--- src/rtl/shift_ctrl.sv ---
// Two-stage valid/ready control wrapper around an external combinational barrel shifter.
// Optional rotate support (rotr/rotrv) is enabled by defining SHIFT_CTRL_ROTATE_EN.
module shift_ctrl (
    input  logic        clk,
    input  logic        rst_n,
    input  logic        in_valid,
    output logic        in_ready,
    input  logic [5:0]  funct,
    input  logic [4:0]  shamt,
    input  logic        rot,
    input  logic [31:0] rs_val,
    input  logic [31:0] rt_val,
    input  logic [4:0]  rd,
    output logic [31:0] sh_data,
    output logic [4:0]  sh_sa,
    output logic        sh_right,
    output logic        sh_arith,
    input  logic [31:0] sh_o,
    output logic        out_valid,
    input  logic        out_ready,
    output logic [31:0] out_result,
    output logic [4:0]  out_rd,
    output logic        out_illegal
);

    localparam logic [5:0] FnSll  = 6'b000000;
    localparam logic [5:0] FnSrl  = 6'b000010;
    localparam logic [5:0] FnSra  = 6'b000011;
    localparam logic [5:0] FnSllv = 6'b000100;
    localparam logic [5:0] FnSrlv = 6'b000110;
    localparam logic [5:0] FnSrav = 6'b000111;

    logic        s1_valid;
    logic [4:0]  s1_rd;
    logic        s1_illegal;
    logic        s2_free;
    logic        s1_adv;
    logic        accept;

    logic [31:0] dec_data;
    logic [4:0]  dec_sa;
    logic        dec_right;
    logic        dec_arith;
    logic        dec_illegal;
    logic        dec_rot;
    logic [31:0] result;

    // Only the low five bits of rs select a variable shift amount.
`ifdef SHIFT_CTRL_ROTATE_EN
    logic        unused_ok;
    assign unused_ok = ^rs_val[31:5];
`else
    logic        unused_ok;
    assign unused_ok = ^{rs_val[31:5], rot};
`endif

    assign s2_free  = !out_valid || out_ready;
    assign s1_adv   = s1_valid && s2_free;
    assign in_ready = !s1_valid || s2_free;
    assign accept   = in_valid && in_ready;

    always_comb begin
        dec_sa      = '0;
        dec_right   = 1'b0;
        dec_arith   = 1'b0;
        dec_illegal = 1'b0;
        dec_rot     = 1'b0;
        case (funct)
            FnSll:  dec_sa = shamt;
            FnSrl:  begin dec_sa = shamt;       dec_right = 1'b1; end
            FnSra:  begin dec_sa = shamt;       dec_right = 1'b1; dec_arith = 1'b1; end
            FnSllv: dec_sa = rs_val[4:0];
            FnSrlv: begin dec_sa = rs_val[4:0]; dec_right = 1'b1; end
            FnSrav: begin dec_sa = rs_val[4:0]; dec_right = 1'b1; dec_arith = 1'b1; end
            default: dec_illegal = 1'b1;
        endcase
`ifdef SHIFT_CTRL_ROTATE_EN
        // Rotates drive the shifter as a logical right shift; stage 2 ORs in the wrapped bits.
        if (rot && !dec_illegal) begin
            if (funct == FnSrl || funct == FnSrlv) begin
                dec_rot = 1'b1;
            end else begin
                dec_illegal = 1'b1;
            end
        end
`endif
        if (dec_illegal) begin
            dec_sa    = '0;
            dec_right = 1'b0;
            dec_arith = 1'b0;
            dec_rot   = 1'b0;
        end
        dec_data = dec_illegal ? 32'h0 : rt_val;
    end

`ifdef SHIFT_CTRL_ROTATE_EN
    logic s1_rot;

    always_ff @(posedge clk or negedge rst_n) begin
        if (!rst_n) begin
            s1_rot <= 1'b0;
        end else if (accept) begin
            s1_rot <= dec_rot;
        end
    end

    always_comb begin
        result = s1_illegal ? 32'h0 : sh_o;
        if (s1_rot) begin
            if (sh_sa == 5'd0) begin
                result = sh_data;
            end else begin
                result = sh_o | (sh_data << (6'd32 - {1'b0, sh_sa}));
            end
        end
    end
`else
    logic unused_rot;
    assign unused_rot = dec_rot;

    always_comb begin
        result = s1_illegal ? 32'h0 : sh_o;
    end
`endif

    // Stage 1: operands only change on accept, so sh_* hold while stalled.
    always_ff @(posedge clk or negedge rst_n) begin
        if (!rst_n) begin
            s1_valid   <= 1'b0;
            sh_data    <= '0;
            sh_sa      <= '0;
            sh_right   <= 1'b0;
            sh_arith   <= 1'b0;
            s1_rd      <= '0;
            s1_illegal <= 1'b0;
        end else begin
            if (accept) begin
                s1_valid   <= 1'b1;
                sh_data    <= dec_data;
                sh_sa      <= dec_sa;
                sh_right   <= dec_right;
                sh_arith   <= dec_arith;
                s1_rd      <= rd;
                s1_illegal <= dec_illegal;
            end else if (s1_adv) begin
                s1_valid <= 1'b0;
            end
        end
    end

    // Stage 2: result register for writeback.
    always_ff @(posedge clk or negedge rst_n) begin
        if (!rst_n) begin
            out_valid   <= 1'b0;
            out_result  <= '0;
            out_rd      <= '0;
            out_illegal <= 1'b0;
        end else begin
            if (s1_adv) begin
                out_valid   <= 1'b1;
                out_result  <= result;
                out_rd      <= s1_rd;
                out_illegal <= s1_illegal;
            end else if (out_ready) begin
                out_valid <= 1'b0;
            end
        end
    end

endmodule

--- config.mk ---
export PLATFORM = sky130hd
export DESIGN_NAME = shift_ctrl
export DESIGN_NICKNAME = d
export VERILOG_FILES = /design/src/rtl/shift_ctrl.sv
export SDC_FILE = /design/constraint.sdc
export NUM_CORES = 1
export LEC_CHECK = 0
export CAP_MARGIN = 10
export CELL_PAD_IN_SITES_DETAIL_PLACEMENT = 1
export CELL_PAD_IN_SITES_GLOBAL_PLACEMENT = 2
export CORE_MARGIN = 2
export CORE_UTILIZATION = 27
export DETAILED_ROUTE_END_ITERATION = 6
export PLACE_DENSITY = 0.91
export SYNTH_ARGS = -nofsm -noshare
export SYNTH_HDL_FRONTEND = slang
export SYNTH_SLANG_ARGS = --single-unit
export TNS_END_PERCENT = 20
--- constraint.sdc ---
create_clock -name clk -period 2.7 [get_ports clk]
set_input_delay 0.54 -clock clk [delete_from_list [all_inputs] [get_ports clk]]
set_output_delay 0.54 -clock clk [all_outputs]
set_load 0.05 [all_outputs]
==> flow_summary.ini, run 1 <==
[timing]
hold_slack_ps = 255
finalSetupTns_ps = 0
skew_ps = 5.75
fin_crit_ps = 2160
rsz0062_at_grt = false
finalSetupViolations = 0
relSlewSlack = 0.507
max_freq_mhz = 463
hold_viol = 0
tightest_slew_ps = 740
drv_slew = 0
post-route-period-util = 0.800

[route]
drt_iter0_drc = 61
num_vias = 2777
drcViolationCount = 0
dr.pass1.iters = 4
wirelength_um = 10500
antenna_left = 0
via_per_inst = 4.45
wire_per_inst_um = 16.8

[yosys]
yosysTopAreaCellShare = 0.536
synth_most_common_cell = dfrtp_1
ys_seq_area_frac = 0.536
syn-mean-instance-area_um2 = 14.9
synth_edf_count = 0
yosysUniqueCellTypes = 24
ys.flop_type = dfrtp_1
synthCells = 267
synth_fp_nets = 384
synth_top_cell_by_area = dfrtp_1
ys_seq_elements = 85
synth_common_cells = 85 x dfrtp_1, 53 x mux2_4, 33 x and3_1, 32 x nor2b_1, 23 x mux2_2
yosys_warnings = 0
synth_area_leaders = dfrtp_1 54%, mux2_4 20%, mux2_2 6.5%
syn_area_um2 = 3970
async_reset_ff_frac = 1.00

[placement]
placed_cell_area_um2 = 5810
gp_congestion = 0.781
io_buffers = 167
post-dp-hpwl_um = 7770

[setup_path]
critPathRequiredTime_ps = 2160
endpoint_kind = primary output
cp_slowest_cell = clkdlybuf4s50_1
path_delay_family = buffers and inverters
slowest_delay_ps = 880
crit_buf_inv = 1
crit_chain = clkdlybuf4s50_1
start_kind = flip-flop
worstSetupPathType = flip-flop to primary output
crit_fanout = 3
critical_path_arrival_ps = 1620

[power]
p_switching_w = 0.00102
p_leak_nw = 2.89
p_per_area_nw_per_um2 = 597
vdd_ir_drop_max_mv = 0.232
power_switching_share = 0.277
internal-power_w = 0.00265
p_clk_frac = 0.381
p_comb_frac = 0.235
pwr-share-seq = 0.384

[final_layout]
finish.instance_area_um2 = 6150
fin_nets = 552
antenna_cells = 0
fin_util = 0.426
drive_gt1_frac = 0.245
syn2layout_area_growth_pct = 54.9

[clock_network]
h-tree-depth = 3
postCtsSetupBuffers = 0
hold_buffers = 0
clkSlewWorstSetupHoldPaths_ps = 70
cts_buffers = 9
cts_tree = built
cts.sinks = 85
root_buffer = clkbuf_16
clockBufferDepth = 2
post_cts_resized = 0
clock_latency_ps = 330

[grt]
grt_max_degree = 60
grt_pass1_vias = 3150
grt_antenna_before_repair = 0
grt_pass1_wl_um = 17000
grt_overflow = 0
track_usage = 0.137

[die]
rows = 44
initial_utilization = 0.275
die_area_um2 = 15700
die_x_um = 125
die_y_um = 125
core_area_um2 = 14400
pin_count = 196

[worst_hold_path]
min_path_type = input pin to async pin

[flow_run]
drv_cap = 0

[outcome]
outcome = finished clean
==> layout make-up <==
| cell class | instances | area, µm² |
|---|---|---|
| Fill cell | 1487 | 8270 |
| Clock inverter | 7 | 114 |
| Inverter | 1 | 3.75 |
| Sequential cell | 85 | 2130 |
| Timing Repair Buffer | 175 | 1760 |
| Tap cell | 184 | 230 |
| Multi-Input combinational cell | 163 | 1690 |
| Clock buffer | 9 | 225 |
==> routing by layer <==
metal	part of all wire	vias to the layer above	GRT usage
met5	0	-	0
met4	0.017	0	0.0523
met3	0.077	12	0.0445
met2	0.49	112	0.230
met1	0.42	1388	0.165
li1	-	1265	-
==> sequential cells by signal (all words and copies together), names as in the netlist <==
signal       count
out_illegal      1
sh_data         32
out_valid        1
out_result      32
s1_illegal       1
out_rd           5
sh_sa            5
sh_right         1
s1_valid         1
s1_rd            5
sh_arith         1
==> through the flow <==
step                      cells  setup slack [ps]  total power, W
after CTS                   624               514         0.00374
after global routing        624               495         0.00382
after floorplan             267               883         0.00194
after global placement      608               452         0.00229
after detailed placement    608               418         0.00231
final                       624               539         0.00367
==> cells in the final DEF (no fill, tap or decap), drive strengths merged <==
cell | synthesis | routed
nand4 | 1 | 1
nand2 | 2 | 2
nor3 | 1 | 1
bufinv | 0 | 3
nor2b | 32 | 32
dfrtp | 85 | 85
mux2 | 76 | 76
a21o | 1 | 1
mux2i | 5 | 5
clkdlybuf4s50 | 0 | 165
o2bb2ai | 5 | 5
and3 | 33 | 33
and4 | 1 | 1
nand2b | 4 | 4
nand3b | 1 | 1
a21boi | 1 | 1
clkinv | 0 | 4
clkbuf | 5 | 9
inv | 1 | 1
buf | 13 | 10
==> cells by family (layout without fill, tap and decap cells) <==
kind of cell | count (synthesis) | in the layout | share of synthesized area
AOI/OAI and AO/OA | 7 | 7 | 0.0148
buffers and inverters | 19 | 192 | 0.0400
DFF | 85 | 85 | 0.536
muxes | 81 | 81 | 0.278
and+or+nand+nor | 75 | 75 | 0.131
==> power groups by stage <==
stage                     Sequential [W]  Combinational [W]  Clock [W]
after global placement           0.00143           0.000859          0
final                            0.00141           0.000863    0.00140
after detailed placement         0.00143           0.000873          0
after CTS                        0.00141           0.000877    0.00145
after floorplan                  0.00169           0.000255          0
after global routing             0.00142           0.000908    0.00150
==> path summary, 6_finish.rpt <==
| kind | start | to | slack (ps) | cells after the start |
|---|---|---|---|---|
| max | out_valid | out_valid | 540 | 1 |
| min | rst_n | out_result[28] | 260 | 1 |
| max reg2reg | s1_valid | sh_data[10] | 1050 | 4 |
| min reg2reg | sh_sa[1] | sh_sa[1] | 490 | 1 |
| max in group asynchronous | rst_n | out_rd[0] | 1720 | 2 |
| min in group clk | sh_sa[1] | sh_sa[1] | 490 | 1 |
Note: power is estimated with default switching activity, not from simulation.
==> run 2, diff against run 1 <==
Settings changed: CORE_UTILIZATION 27 to 23, PLACE_DENSITY 0.91 to 0.83.
Clock period 2.7 ns to 1.9 ns, I/O delays scaled along.
==> run 2 against run 1 <==
  * Flip-flop and latch count unchanged
  * Cell area increased by 1.8%
  * Register-to-register slack got worse by 520 ps
  * First-iteration DRC count unchanged
  * Cell count rose by 7.5%
  * Largest cell class unchanged
  * Critical endpoint is now in_ready
==> flow_summary.ini, run 2 (synthesized netlist as in run 1, its figures left out) <==
[outcome]
outcome = finished clean

[die]
die_x_um = 135
pin_count = 196
core_area_um2 = 17100
die_area_um2 = 18300
initial_utilization = 0.233
die_y_um = 135
rows = 48

[grt]
grt_max_degree = 34
grt_overflow = 0
grt_pass1_wl_um = 17200
grt_antenna_before_repair = 0
grt_pass1_vias = 3183
track_usage = 0.123

[route]
antenna_left = 0
via_per_inst = 4.18
wire_per_inst_um = 16.3
drcViolationCount = 0
highest_layer = met4
wirelength_um = 11000
num_vias = 2804
wl_met2_um = 5110
dr.pass1.iters = 4
dr_wl_met3_um = 962
met1_length_um = 4750
drt_iter0_drc = 61

[clock_network]
cts_tree = built
clkSlewWorstSetupHoldPaths_ps = 60
cts.sinks = 85
h-tree-depth = 3
clockBufferDepth = 2
clock_latency_ps = 340
root_buffer = clkbuf_16
cts_buffers = 9
postCtsSetupBuffers = 0

[final_layout]
fin_util = 0.367
finish.instance_area_um2 = 6260
antenna_cells = 0
final_common_cell = clkdlybuf4s50_1
mostFrequentLayoutCells = 87 x clkdlybuf4s50_1, 85 x dfrtp_1, 53 x mux2_4, 37 x buf_4, 33 x and3_1
fin_nets = 559
drive_gt1_frac = 0.316
syn2layout_area_growth_pct = 57.8
reg_top3 = out_result: 32 flops, sh_data: 32 flops

[timing]
fin_crit_ps = 1690
rsz0062_at_grt = false
max_freq_mhz = 591
finalSetupViolations = 0
finalSetupTns_ps = 0
hold_slack_ps = 490
drv_slew = 0
skew_ps = 7.73
tightest_slew_ps = 529
relSlewSlack = 0.647
post-route-period-util = 0.891
hold_viol = 0

[worst_hold_path]
min_path_cells = 1
min_to = sh_sa[4]
min_path_type = flip-flop to flip-flop
min_from = sh_sa[4]

[power]
p_leak_nw = 3.51
p_total_w = 0.00523
vdd_ir_drop_max_mv = 0.402
p_per_area_nw_per_um2 = 835

[setup_path]
ff2ff_setup_slack_ps = 530
worstSetupPathType = input pin to primary output
critPathRequiredTime_ps = 1520
r2r_start = out_valid
crit_fanout = 4
endpoint_kind = primary output
ff2ff_path_depth = 4
critical_path_arrival_ps = 1310
start_kind = input pin
r2r-end = out_rd[2]

[placement]
post-dp-hpwl_um = 8100
placed_cell_area_um2 = 5890
io_buffers = 167
gp_congestion = 0.664

[flow_run]
drv_cap = 0
[run 2: changes by cell type in the layout (fill, tap and decap cells not counted), sizes merged]
| cell | delta |
|---|---|
| clkdlybuf4s50 | -78 |
| dlygate4sd3 | +1 |
| dlymetal6s2s | +24 |
| clkinv | -1 |
| dlygate4sd2 | +26 |
| buf | +34 |
[run 2: final cells by class]
class	instances	area, µm²
Clock buffer	9	225
Clock inverter	6	113
Fill cell	1837	10800
Multi-Input combinational cell	163	1690
Tap cell	225	282
Inverter	1	3.75
Timing Repair Buffer	182	1830
Sequential cell	85	2130
[run 2: power by group]
| part | total [W] | leakage (nW) | switching [W] | internal [W] |
|---|---|---|---|---|
| combinational | 0.00121 | 2.21 | 0.000670 | 0.000542 |
| clock | 0.00201 | 0.165 | 0.000732 | 0.00128 |
| sequential | 0.00200 | 1.14 | 0.0000720 | 0.00193 |
| total | 0.00523 | 3.51 | 0.00147 | 0.00376 |
[run 2: critical path, stage by stage]
cell,delay (ps)
clkdlybuf4s50_1,480
nand3b_4,150
buf_4,160
buf_12,140
[run 2: metrics by stage]
stage,setup slack (ps),instances
CTS,0.425,671
global placement,89.3,655
finish,207,671
floorplan,82.9,267
detailed placement,19.6,655
global route,166,671
[run 2: worst max-delay path by stage]
| stage | start | to | slack (ps) |
|---|---|---|---|
| 2_1_floorplan | out_valid | s1_rd[0] | 80 |
| 6_report | out_ready | in_ready | 210 |
| 3_5_place_dp | funct[1] | sh_data[27] | 20 |
| 3_3_place_gp | funct[1] | sh_data[3] | 90 |
| 4_1_cts | out_result[22] | out_result[22] | 0.4 |
| 5_1_grt | out_ready | in_ready | 170 |
[run 2: timing repair]
item                                    in CTS  in global routing
endpoints found under the hold margin       26                  0
hold buffers                                 1                  0
resized for setup                           26                 24
pin swaps                                    0                  0
endpoints found under the setup margin      26                 24
[run 2: metal layers]
layer | track usage | up-vias
li1 | - | 1280
met1 | 0.151 | 1396
met2 | 0.193 | 118
met3 | 0.0494 | 10
met4 | 0.0469 | 0
met5 | 0 | -
